<file path="src/rtl/imem_fetch_ctrl.sv">
// Multi-cycle instruction fetch sequencer: owns the PC, waits out a fixed memory
// latency, hands each word to decode over valid/ready, and handles redirects and out-of-range fetches.
module imem_fetch_ctrl #(
    parameter int unsigned MEM_LAT   = 2,
    parameter int unsigned MEM_WORDS = 32,
    parameter logic [31:0] RESET_PC  = 32'h0000_0000
) (
    input  logic        clk_i,
    input  logic        rst_i,
    input  logic        start_i,
    input  logic        redirect_i,
    input  logic [31:0] redirect_pc_i,
    output logic [31:0] mem_addr_o,
    input  logic [31:0] mem_instr_i,
    output logic [31:0] instr_o,
    output logic [31:0] pc_o,
    output logic        valid_o,
    input  logic        ready_i,
    output logic        oob_o,
    output logic        busy_o
);

    typedef enum logic [2:0] {
        ST_IDLE  = 3'd0,
        ST_ISSUE = 3'd1,
        ST_WAIT  = 3'd2,
        ST_HOLD  = 3'd3,
        ST_FAULT = 3'd4
    } state_t;

    localparam logic [31:0] MEM_BYTES    = 32'(MEM_WORDS * 32'd4);
    localparam logic [2:0]  LAT_LAST     = 3'(MEM_LAT - 32'd1);
    localparam bit          SINGLE_CYCLE = (MEM_LAT == 32'd1);

    state_t      state_q, state_d;
    logic [31:0] pc_q, pc_d;
    logic [31:0] mem_addr_q, mem_addr_d;
    logic [31:0] instr_q, instr_d;
    logic [31:0] pc_o_q, pc_o_d;
    logic        valid_q, valid_d;
    logic        oob_q, oob_d;
    logic [2:0]  lat_cnt_q, lat_cnt_d;

    logic [31:0] redir_pc_s;
    logic [31:0] launch_pc_s;
    logic        redirect_act_s;
    logic        capture_s;
    logic        launch_s;
    logic        launch_oob_s;

    // State and datapath registers
    always_ff @(posedge clk_i or posedge rst_i) begin
        if (rst_i) begin
            state_q    <= ST_IDLE;
            pc_q       <= RESET_PC;
            mem_addr_q <= RESET_PC;
            instr_q    <= 32'd0;
            pc_o_q     <= 32'd0;
            valid_q    <= 1'b0;
            oob_q      <= 1'b0;
            lat_cnt_q  <= 3'd0;
        end else begin
            state_q    <= state_d;
            pc_q       <= pc_d;
            mem_addr_q <= mem_addr_d;
            instr_q    <= instr_d;
            pc_o_q     <= pc_o_d;
            valid_q    <= valid_d;
            oob_q      <= oob_d;
            lat_cnt_q  <= lat_cnt_d;
        end
    end

    // Event decode: redirect, capture and the start of a new fetch (with its bounds check)
    always_comb begin
        redir_pc_s     = redirect_pc_i & 32'hFFFF_FFFC;
        redirect_act_s = redirect_i && (state_q != ST_IDLE);
        case (state_q)
            ST_ISSUE: capture_s = SINGLE_CYCLE;
            ST_WAIT:  capture_s = (lat_cnt_q == LAT_LAST);
            default:  capture_s = 1'b0;
        endcase
        case (state_q)
            ST_IDLE: launch_s = start_i && !redirect_i;
            ST_HOLD: launch_s = redirect_i || (valid_q && ready_i);
            default: launch_s = redirect_act_s;
        endcase
        launch_pc_s  = redirect_act_s ? redir_pc_s : pc_q;
        launch_oob_s = (launch_pc_s >= MEM_BYTES);
    end

    // Next-state logic; any launch re-evaluates the bounds check
    always_comb begin
        state_d = state_q;
        if (launch_s) begin
            state_d = launch_oob_s ? ST_FAULT : ST_ISSUE;
        end else begin
            case (state_q)
                ST_ISSUE: state_d = capture_s ? ST_HOLD : ST_WAIT;
                ST_WAIT:  state_d = capture_s ? ST_HOLD : ST_WAIT;
                default:  state_d = state_q;
            endcase
        end
    end

    // Datapath next values; a redirect overrides a same-cycle capture or handshake
    always_comb begin
        pc_d       = redirect_i ? redir_pc_s : (capture_s ? pc_q + 32'd4 : pc_q);
        mem_addr_d = (launch_s && !launch_oob_s) ? launch_pc_s : mem_addr_q;
        instr_d    = instr_q;
        pc_o_d     = pc_o_q;
        valid_d    = valid_q;
        lat_cnt_d  = 3'd0;
        if (redirect_act_s) begin
            valid_d = 1'b0;
        end else if (capture_s) begin
            instr_d = mem_instr_i;
            pc_o_d  = mem_addr_q;
            valid_d = 1'b1;
        end else if (launch_s) begin
            valid_d = 1'b0;
        end else begin
            if ((state_q == ST_ISSUE) || (state_q == ST_WAIT)) begin
                lat_cnt_d = lat_cnt_q + 3'd1;
            end else begin
                lat_cnt_d = 3'd0;
            end
        end
        oob_d = (state_d == ST_FAULT);
    end

    assign mem_addr_o = mem_addr_q;
    assign instr_o    = instr_q;
    assign pc_o       = pc_o_q;
    assign valid_o    = valid_q;
    assign oob_o      = oob_q;
    assign busy_o     = (state_q == ST_ISSUE) || (state_q == ST_WAIT) || (state_q == ST_HOLD);

endmodule

</file>
<file path="config.mk">
export PLATFORM = sky130hd
export DESIGN_NAME = imem_fetch_ctrl
export DESIGN_NICKNAME = d
export VERILOG_FILES = /design/src/rtl/imem_fetch_ctrl.sv
export SDC_FILE = /design/constraint.sdc
export NUM_CORES = 1
export LEC_CHECK = 0
export CAP_MARGIN = 20
export CELL_PAD_IN_SITES_DETAIL_PLACEMENT = 1
export CELL_PAD_IN_SITES_GLOBAL_PLACEMENT = 1
export CORE_ASPECT_RATIO = 1.1
export CORE_UTILIZATION = 34
export CTS_CLUSTER_DIAMETER = 80
export DETAILED_ROUTE_END_ITERATION = 10
export HOLD_SLACK_MARGIN = 0.06
export PLACE_DENSITY_LB_ADDON = 0.1
export SLEW_MARGIN = 20
export SYNTH_ARGS = -nofsm -noshare
export SYNTH_HDL_FRONTEND = slang
export SYNTH_SLANG_ARGS = --single-unit
</file>
<file path="constraint.sdc">
create_clock -name clk_i -period 3.7 [get_ports clk_i]
set_input_delay 0.37 -clock clk_i [delete_from_list [all_inputs] [get_ports clk_i]]
set_output_delay 0.37 -clock clk_i [all_outputs]
set_load 0.005 [all_outputs]
</file>
== Word-level counts from Yosys, hierarchy flattened ==
Cells that the tools add are included.
Word-level totals
  register bits after elaboration: 136
  output and inout port bits: 99
  word-level logic and storage cells: 48
Cells by class
  $add $sub $neg: 2
  magnitude comparators: 1
  equal/unequal tests: 5
  muxes and demuxes: 16
  bitwise logic cells: 1
  reductions and logical operators: 15
Operators with widths (number)
  $mux W32: 3
  $add A32 B3 Y32 const B: 1
  $ge A32 B8 Y1 const B: 1
  $mux W3: 7
  $eq A3 B1 Y1 const B: 2
  $eq A3 B2 Y1 const B: 2
  $reduce_bool A3 Y1: 2
  $mux W1: 5
  $logic_and A1 B1 Y1: 4
  $add A3 B1 Y3 const B: 1
  $eq A3 B3 Y1 const B: 1
  $logic_not A3 Y1: 1
  $logic_or A1 B1 Y1: 3
  $logic_not A1 Y1: 2
  $pmux W1 S2: 1
  $reduce_and A2 Y1: 1
  $reduce_bool A2 Y1: 1
  $reduce_or A2 Y1: 1
  $not A1 Y1: 1

== Logic depth before layout (Yosys ltp) ==
Gate-level depths: netlist of the first run.
  depth after elaboration: 7
  mapped depth: 8
  depth with buffers taken out: 6

== Worst setup path after synthesis of the first run ==
Ideal clock, no wire load.
  kind: flip-flop to flip-flop
  start: register state_q[0]
  end: register instr_q[0], in the netlist instr_o[0]
  setup time: 0.125 ns
  arrival: 1.933 ns
  required time: 3.575 ns
  setup slack: 1.642 ns
  cell stages (with the launch flop): 8
  buffers on the path: 3
  clock period less this slack: 2.058 ns
  cells stage by stage: dfrtp_1 > buf_6 > nor4b_4 > nand2_4 > or2_1 > buf_6 > buf_6 > mux2_4
On the way
  longest elaborated chain between the ends: 4
Ends and longest elaborated chain
  from (decl): line 35  | state_t state_q, state_d;
  from (signal assigned): line 63  | state_q <= state_d;
  parallel branches: the longest is 3 deep, another holds $eq A3 B2 Y1
  $reduce_and A2 Y1 (no line) *
  to (signal assigned): line 66  | instr_q <= instr_d;
  to (decl): line 38  | logic [31:0] instr_q, instr_d;
Mark *: on every way between the ends.
A chain may end at the register's enable or synchronous reset.

== Final worst setup path of the first run ==
  start: register state_q[0]
  end: register pc_o_q[8], in the netlist pc_o[8]
On the way
  longest elaborated chain between the ends: 4
Ends and longest elaborated chain
  parallel branches: the longest is 3 deep, another holds $eq A3 B2 Y1
  $reduce_and A2 Y1 (no line) *
  to (signal assigned): line 67  | pc_o_q <= pc_o_d;
  to (decl): line 39  | logic [31:0] pc_o_q, pc_o_d;
Marked as above.

==> results of run 1 <==
[power groups by stage]
stage	clock network [mW]	logic, mW	registers (mW)
floorplan	0	0.421	1.71
global placement	0	0.755	1.74
detailed placement	0	0.766	1.76
CTS	1.78	0.774	1.73
global route	1.83	0.833	1.76
finish	1.73	0.761	1.73
[cell usage after synthesis (all sizes together)]
master	count	share of area [%]
o21ai	32	2.7
o21bai	1	0.13
a31o	1	0.15
xnor2	28	4.1
conb	1	0.063
nand4	9	1.6
nor2	15	0.95
ha	3	0.63
and4	3	0.44
nand3	11	0.93
xor2	3	0.44
nor4	19	2.9
inv	6	0.38
mux2i	1	0.17
nor2b	1	0.11
and3	5	0.53
or2	1	0.11
and4b	1	0.17
mux2	73	18
o31ai	1	0.21
clkbuf	10	0.63
o21a	1	0.13
a21o	1	0.13
and2	26	2.7
dfrtp	130	55
nor3	11	0.93
nor3b	2	0.25
a31oi	1	0.11
nand2	41	2.7
buf	18	2.5
nor4b	2	0.65
[metrics by stage]
stage	power [mW]	hold slack (ns)
after floorplan	2.13	0.438
after global placement	2.50	0.453
after detailed placement	2.52	0.470
after CTS	4.28	0.284
after global routing	4.42	0.280
final	4.22	0.264
[flip-flops by register name, summed over array words and instances, names as in the netlist]
signal / count
instr_o: 32
lat_cnt_q: 3
mem_addr_o: 30
oob_o: 1
pc_o: 30
pc_q: 30
state_q: 3
valid_o: 1
[cell usage in the layout, fill, tap and decap left out, types with 4 or more instances in the layout]
cell             count
nor4_2               8
nor2_1              15
dfrtp_1            130
clkinvlp_4           5
inv_1                5
clkdlybuf4s50_1    160
nand4_1              6
o21ai_1             15
mux2_4              59
and2_1              26
mux2_2              11
nand3_1             11
and3_1               5
o21ai_0             17
nor4_1              11
xnor2_1             28
clkbuf_16           17
nand2_1             40
nor3_1              11
conb_1               4
[critical path, cell delays in order (launching register included)]
cell,delay [ns]
dfrtp_1,0.50
nor4b_4,0.66
nand2_4,0.15
or2_4,0.56
buf_4,0.37
mux2_4,0.32
[worst max path at each step]
stage / startpoint / to / slack, ns / depth (start not counted)
after floorplan: state_q[0]$_DFF_PP0_ / instr_o[0]$_DFFE_PP0P_ / 1.64 / 7
after global placement: state_q[0]$_DFF_PP0_ / instr_o[18]$_DFFE_PP0P_ / 1.06 / 5
after detailed placement: state_q[0]$_DFF_PP0_ / instr_o[16]$_DFFE_PP0P_ / 0.98 / 5
after CTS: state_q[0]$_DFF_PP0_ / instr_o[16]$_DFFE_PP0P_ / 0.96 / 5
after global routing: state_q[0]$_DFF_PP0_ / pc_o[8]$_DFFE_PP0P_ / 0.89 / 5
final: state_q[0]$_DFF_PP0_ / pc_o[8]$_DFFE_PP0P_ / 1.02 / 5
[cells by family after synthesis]
| logic type | count (synthesis) | synth area share [%] |
|---|---|---|
| simple gates | 147 | 15.0 |
| buf+inv | 34 | 3.51 |
| mux | 74 | 17.8 |
| flops | 130 | 54.9 |
| xor+xnor | 31 | 4.58 |
| compound gates | 38 | 3.55 |
| other cells | 1 | 0.0633 |
| fa+ha+maj | 3 | 0.634 |
[cell type report]
| cell class | instances | area, um^2 |
|---|---|---|
| Clock buffer | 17 | 425 |
| Clock inverter | 14 | 180 |
| Fill cell | 1793 | 8660 |
| Inverter | 6 | 26.3 |
| Multi-Input combinational cell | 297 | 2490 |
| Sequential cell | 130 | 3250 |
| Tap cell | 234 | 293 |
| Timing Repair Buffer | 167 | 1690 |
[metal layers]
layer	vias to the layer above	GRT usage [%]	share of wire [%]
met4	2	6.13	1.4
li1	1907	-	-
met5	-	0	0.091
met2	112	28.8	49
met3	17	4.51	4.9
met1	2032	21.9	44
==> flow_metrics.tcl, run 1 <==
set metrics [dict create \
    synth_area_mm2 0.00592 \
    grt_max_degree 56 \
    max-slew-margin-rel_pct 35.3 \
    r2r_end "pc_o[8]$_DFFE_PP0P_" \
    max_freq_mhz 373 \
    rsz0062_at_grt "no" \
    power_density_mw_per_mm2 506 \
    design_area_mm2 0.00835 \
    synthToLayoutAreaGrowth_pct 41.0 \
    finish.utilization_pct 49.1 \
    dpl.hpwl_um 10000 \
    yosysWarnings 0 \
    period_share_pct 72.4 \
    rrSetupSlack_ns 1.02 \
    first_global_vias 4569 \
    overflow 0 \
    via_per_inst 4.71 \
    post-cts-setup-buffers 0 \
    setup_tns_ns 0 \
    vias 4070 \
    clk_pin_slew_ns 0.06 \
    nets 691 \
    switchingPower_mw 1.07 \
    holdBufCountCts 0 \
    cts_max_path_buffers 2 \
    skew_ns 0.00717 \
    rr_startpoint "state_q[0]$_DFF_PP0_" \
    chipWidth_um 128 \
    setup-violations-final 0 \
    ys_ff_latch 130 \
    route.detailed.drc 0 \
    period_minus_slack_ns 2.68 \
    drive_above_1_share_pct 20.1 \
    p_int_mw 3.15 \
    die_h_um 140 \
    dp_cells 833 \
    first_pass_iters 6 \
    drt-initial-drc-count 106 \
    slew_violations 0 \
    dpl_cell_area_mm2 0.00773 \
    cts_buffers 17 \
    gp_congestion 0.721 \
    hold_path_class "input pin to async pin" \
    path_class "register to register" \
    core-area_mm2 0.0170 \
    antenna_found_initial 1 \
    antenna_cells 0 \
    p_leak_nw 3.74 \
    clk_latency_ns 0.42 \
    max-cap-violations 0 \
    globalRouteTotalUtil_pct 17.4 \
    crit_arrival_ns 2.98 \
    pin_count 168 \
    outcome "completed" \
    pwr-share-clk_pct 41.0 \
    critPathLaunchType "register" \
    syn_avg_cell_area_um2 12.9 \
    yosysUniqueCellTypes 42 \
    seq_area_frac_synth_pct 54.9 \
    worstMarginPinSlew_ns 0.970 \
    dp_slack_ns 0.975 \
    clock_sinks 130 \
    cts_tree "done" \
    path_max_fanout 48 \
    syn_inst 458 \
    p_sw_share_pct 25.3 \
    peakVddDrop_mv 0.331 \
    p_seq_share_pct 41.0 \
    worst_setup_path_end_kind "register" \
    reg2regPathDepth 5 \
    cts_resized 0 \
    wl_per_cell_um 16.6 \
    initial_core_util_pct 34.8 \
    die_area_mm2 0.0180 \
    stdcell_count 865 \
    p_comb_share_pct 18.0 \
    drtAntennaViolNets 0 \
    htreeDepth 4 \
    wirelength_um 14300 \
    final_hold_viol_count 0 \
    rows 50 \
    worstPathRequired_ns 4.00 \
    grt_pass1_wl_um 24200 \
    cts_root_buffer "clkbuf_16" \
    io_buffers 161 \
    setup_slack_ns 1.02 \
]
(Power assumes the default switching activity.)
==> run 2, diff against run 1 <==
- clock period: 3.7 -> 2.4 ns (I/O delays scaled with it)
==> run 2 against run 1 <==
Net effect: critical path depth stayed put; highest routed layer is now met4; via count is 1.2% higher; clock power is 46% higher; sequential cell count stayed put; die area stayed put; global-route usage is 0.12 points lower; largest power group unchanged; combinational power is 56% higher.
==> flow_metrics.tcl, run 2 (synthesis results as in run 1) <==
set metrics [dict create \
    clock_sinks 130 \
    chipWidth_um 128 \
    grt_pass1_wl_um 24100 \
    setup-violations-final 0 \
    drt-initial-drc-count 176 \
    cp_slowest_stage_delay_ns 0.53 \
    switchingPower_mw 1.61 \
    cts_tree "done" \
    dpl.hpwl_um 10100 \
    clk_latency_ns 0.42 \
    outcome "completed" \
    n_fill_cell 1786 \
    post-cts-setup-buffers 0 \
    p_seq_share_pct 41.9 \
    critPathLaunchType "register" \
    crit_chain "nor4b_4, nand2_4, or2_4, buf_12, mux2_4" \
    hold_path_class "input pin to async pin" \
    gp_congestion 0.744 \
    period_minus_slack_ns 2.21 \
    largest_reg_flops 32 \
    nets 697 \
    final_hold_viol_count 0 \
    p_comb_share_pct 18.7 \
    holdBufCountCts 0 \
    worstPathRequired_ns 2.69 \
    pin_count 168 \
    p_leak_nw 3.78 \
    setup_tns_ns 0 \
    cts_buffers 17 \
    layout_commonest_cell "clkdlybuf4s50_1" \
    antenna_found_initial 0 \
    antenna_cells 0 \
    cts_root_buffer "clkbuf_16" \
    power_density_mw_per_mm2 760 \
    wirelength_um 14300 \
    grt_max_degree 67 \
    period_share_pct 92.2 \
    max_freq_mhz 452 \
    slew_violations 0 \
    core-area_mm2 0.0170 \
    p_int_mw 4.77 \
    route.detailed.drc 0 \
    rows 50 \
    globalRouteTotalUtil_pct 17.3 \
    skew_ns 0.0109 \
    power_mw 6.39 \
    path_class "register to register" \
    worst_setup_path_end_kind "register" \
    initial_core_util_pct 34.8 \
    holdWs_ns 0.211 \
    via_per_inst 4.72 \
    drtAntennaViolNets 0 \
    synthToLayoutAreaGrowth_pct 41.8 \
    path_max_fanout 26 \
    overflow 0 \
    vias 4119 \
    io_buffers 161 \
    pwr-share-clk_pct 39.4 \
    clk_pin_slew_ns 0.06 \
    final_cell_mix "clkdlybuf4s50_1, dfrtp_1, mux2_4" \
    max-cap-violations 0 \
    drive_above_1_share_pct 21.0 \
    die_area_mm2 0.0180 \
    first_pass_iters 4 \
    p_sw_share_pct 25.3 \
    peakVddDrop_mv 0.513 \
    wl_per_cell_um 16.3 \
    first_global_vias 4490 \
    cts_max_path_buffers 2 \
    cts_resized 0 \
    crit_slowest_cell "nor4b_4" \
    crit_arrival_ns 2.50 \
    htreeDepth 4 \
    rsz0062_at_grt "no" \
    die_h_um 140 \
]
## run 2: cell types whose count changed in the layout (fill, tap and decap cells not counted), moves of 2 or more
cell	change
buf_4	+4
buf_12	+2
clkinvlp_4	-2
bufinv_16	-2
clkbuf_8	+4
## run 2: routing by layer
metal	up-vias	track usage, %	wire length [um]
li1	1913	-	-
met1	2056	22.1	6320
met2	128	28.0	6970
met3	22	4.32	680
met4	0	6.93	286
met5	-	0	0
## run 2: final cells by class
type | count | area, um^2 | share of cell area (%)
tap | 234 | 293 | 3.49
sequential | 130 | 3250 | 38.7
clock buffer | 22 | 484 | 5.76
timing repair buffer | 173 | 1760 | 20.9
multi-input combinational | 297 | 2480 | 29.6
clock inverter | 10 | 98.8 | 1.18
inverter | 6 | 26.3 | 0.313
## run 2: power groups by stage
stage / clock [mW] / combinational [mW] / sequential (mW)
after global placement: 0 / 1.18 / 2.69
final: 2.52 / 1.19 / 2.68
after global routing: 2.70 / 1.30 / 2.72
after CTS: 2.59 / 1.21 / 2.68
after detailed placement: 0 / 1.20 / 2.71
after floorplan: 0 / 0.649 / 2.63
## run 2: worst max-delay path, delay by kind of cell, from the launching register on
family                 cells  cell delay [ns]
multiplexers               1             0.32
AND/OR/NAND/NOR            3             1.04
buffers and inverters      1             0.23
flip-flops                 1             0.49
## run 2: path summary, 6_finish.rpt
path / endpoint / startpoint / cells after the start / slack, ns
max in group asynchronous: mem_addr_o[7]$_DFFE_PP0P_ / rst_i / 3 / 1.50
hold / removal: instr_o[25]$_DFFE_PP0P_ / rst_i / 2 / 0.21
min in group clk_i: pc_q[15]$_DFFE_PP0N_ / redirect_i / 3 / 0.39
hold reg to reg: instr_o[13]$_DFFE_PP0P_ / instr_o[13]$_DFFE_PP0P_ / 1 / 0.49
setup reg to reg: instr_o[6]$_DFFE_PP0P_ / state_q[0]$_DFF_PP0_ / 5 / 0.19
setup / recovery: instr_o[6]$_DFFE_PP0P_ / state_q[0]$_DFF_PP0_ / 5 / 0.19
## run 2: stage by stage
step | utilization [%] | instances | setup slack, ns | area, um^2
final | 49.4 | 872 | 0.187 | 8400
after floorplan | - | 461 | 0.342 | 5940
after detailed placement | 45.9 | 840 | 0.00582 | 7810
after CTS | 49.3 | 872 | 0.180 | 8390
after global placement | 45.9 | 840 | 0.0417 | 7810
after global routing | 49.4 | 872 | 0.0605 | 8400
==> run 3, diff against run 2 <==
- clock period: 2.4 -> 1.9 ns (I/O delays scaled with it)
==> run 3 against run 2 <==
Net effect: critical path depth grew 1; register-to-register slack lost 0.20 ns; fmax grew 16%; cell count grew 7.1%; hold slack gained 0.044 ns; global-route usage grew 0.95 points; clock power grew 46%; the run now ends with setup timing left; power grew 40%; sequential cell count is the same; combinational power grew 61%; first-iteration DRC count shrank 13%; sequential power grew 24%.
==> flow_metrics.tcl, run 3 (synthesis results as in run 1) <==
set metrics [dict create \
    outcome "complete, but fails checks" \
    violations "setup timing" \
    crit_slowest_cell "dfrtp_1" \
    peakVddDrop_mv 0.560 \
    period_share_pct 101 \
    p_leak_nw 4.34 \
    wirelength_um 16200 \
    path_max_fanout 24 \
    p_int_mw 6.79 \
    first_global_vias 4660 \
    holdBufCountCts 0 \
    rsz0062_at_grt "yes" \
    largest_reg_flops 32 \
    antenna_found_initial 0 \
    critPathLaunchType "register" \
    worstPathRequired_ns 2.20 \
    drtAntennaViolNets 0 \
    drive_above_1_share_pct 34.3 \
    cts_buffers 17 \
    antenna_cells 0 \
    worst_setup_path_end_kind "register" \
    htreeDepth 4 \
    overflow 0 \
    dpl.hpwl_um 11200 \
    max-slew-margin-rel_pct 59.6 \
    layout_commonest_cell "clkdlybuf4s50_1" \
    die_h_um 140 \
    worstMarginPinSlew_ns 0.607 \
    dpl_cell_area_mm2 0.00818 \
    synthToLayoutAreaGrowth_pct 55.7 \
    initial_core_util_pct 34.8 \
    max_freq_mhz 523 \
    switchingPower_mw 2.12 \
    dp_slack_ns -0.368 \
    clock_sinks 130 \
    period_minus_slack_ns 1.91 \
    hold_path_class "input pin to async pin" \
    chipWidth_um 128 \
    first_pass_iters 4 \
    skew_ns 0.00749 \
    final_hold_viol_count 0 \
    clk_pin_slew_ns 0.06 \
    nets 760 \
    rows 50 \
    cts_root_buffer "clkbuf_16" \
    pin_count 168 \
    design_area_mm2 0.00923 \
    route.detailed.drc 0 \
    cp_slowest_stage_delay_ns 0.41 \
    cts_max_path_buffers 2 \
    wl_per_cell_um 17.4 \
    io_buffers 161 \
    drt-initial-drc-count 153 \
    crit_chain "nor4b_4, buf_6, nand2_4, or2_4, buf_12, mux2_4" \
    max-cap-violations 0 \
    clk_latency_ns 0.41 \
    grt_pass1_wl_um 25000 \
    cts_tree "done" \
    pwr-share-clk_pct 41.2 \
    globalRouteTotalUtil_pct 18.2 \
    setup_slack_ns -0.0106 \
    vias 4387 \
    crit_arrival_ns 2.21 \
    power_density_mw_per_mm2 966 \
    core-area_mm2 0.0170 \
    setup-violations-final 14 \
    via_per_inst 4.70 \
    p_comb_share_pct 21.5 \
    p_seq_share_pct 37.2 \
    die_area_mm2 0.0180 \
    grt_max_degree 86 \
    path_class "register to register" \
    gp_congestion 0.773 \
    setup_tns_ns -0.0403 \
    slew_violations 0 \
    p_sw_share_pct 23.8 \
    final_cell_mix "clkdlybuf4s50_1, dfrtp_1, mux2_4" \
]
run 3: cell types whose count changed in the layout (fill, tap and decap cells not counted), sizes merged:
cell and delta:
buf +59, bufinv +5, clkbuf -1, clkdlybuf4s50 -1
clkinv -1, dlymetal6s2s +1, inv -1, o21bai +1
run 3: cell type report:
| type | count | area (um^2) |
|---|---|---|
| repair buffers | 235 | 2300 |
| multi-input cells | 298 | 2690 |
| flip-flops and latches | 130 | 3260 |
| well taps | 234 | 293 |
| clock inverters | 13 | 231 |
| clock buffers | 18 | 429 |
| inverters | 6 | 26.3 |
| fillers | 1745 | 7790 |
run 3: power by group through the flow:
stage,Sequential (mW),Combinational (mW),Clock [mW]
finish,3.32,1.92,3.68
CTS,3.31,1.83,3.75
detailed placement,3.36,1.76,0
floorplan,3.33,0.821,0
global route,3.35,2.07,3.87
global placement,3.34,1.73,0
run 3: final timing paths:
kind / to / slack (ns) / startpoint / cells past startpoint
worst min-delay path: instr_o[1]$_DFFE_PP0P_ / 0.25 / rst_i / 3
max in group asynchronous: state_q[0]$_DFF_PP0_ / 1.11 / rst_i / 3
worst max-delay path: pc_o[9]$_DFFE_PP0P_ / -0.01 / lat_cnt_q[2]$_DFF_PP0_ / 6
min in group clk_i: pc_q[30]$_DFFE_PP0N_ / 0.36 / redirect_pc_i[30] / 3
worst max register to register: pc_o[9]$_DFFE_PP0P_ / -0.01 / lat_cnt_q[2]$_DFF_PP0_ / 6
worst min register to register: lat_cnt_q[0]$_DFF_PP0_ / 0.48 / lat_cnt_q[0]$_DFF_PP0_ / 1
run 3: per-stage QoR:
step | hold slack, ns | power (mW) | cells | utilization (%)
finish | 0.255 | 8.91 | 934 | 54.2
global route | 0.320 | 9.29 | 934 | 54.2
CTS | 0.273 | 8.88 | 925 | 52.3
detailed placement | 0.467 | 5.11 | 891 | 48.1
global placement | 0.450 | 5.07 | 891 | 48.1
floorplan | 0.307 | 4.15 | 461 | -
run 3: per-layer routing:
metal / track usage, % / vias to the layer above / part of all wire [%]
met5: 0 / - / 0
met4: 6.50 / 0 / 1.5
met3: 3.90 / 20 / 3.0
met2: 30.8 / 86 / 52
met1: 22.9 / 2238 / 43
li1: - / 2043 / -
run 3: what timing repair did:
item	4_1_cts	5_1_grt
endpoints found under the hold margin	0	0
setup endpoints to repair	52	111
setup buffers	3	4
gates resized for setup	9	58
pin swaps	1	13
cloned	0	5
run 3: worst max-delay path: cells and delay by family, from the launching register on:
kind / cells / cell delay, ns
and+or+nand+nor: 3 / 0.66
muxes: 1 / 0.31
DFF: 1 / 0.41
buffers and inverters: 2 / 0.38
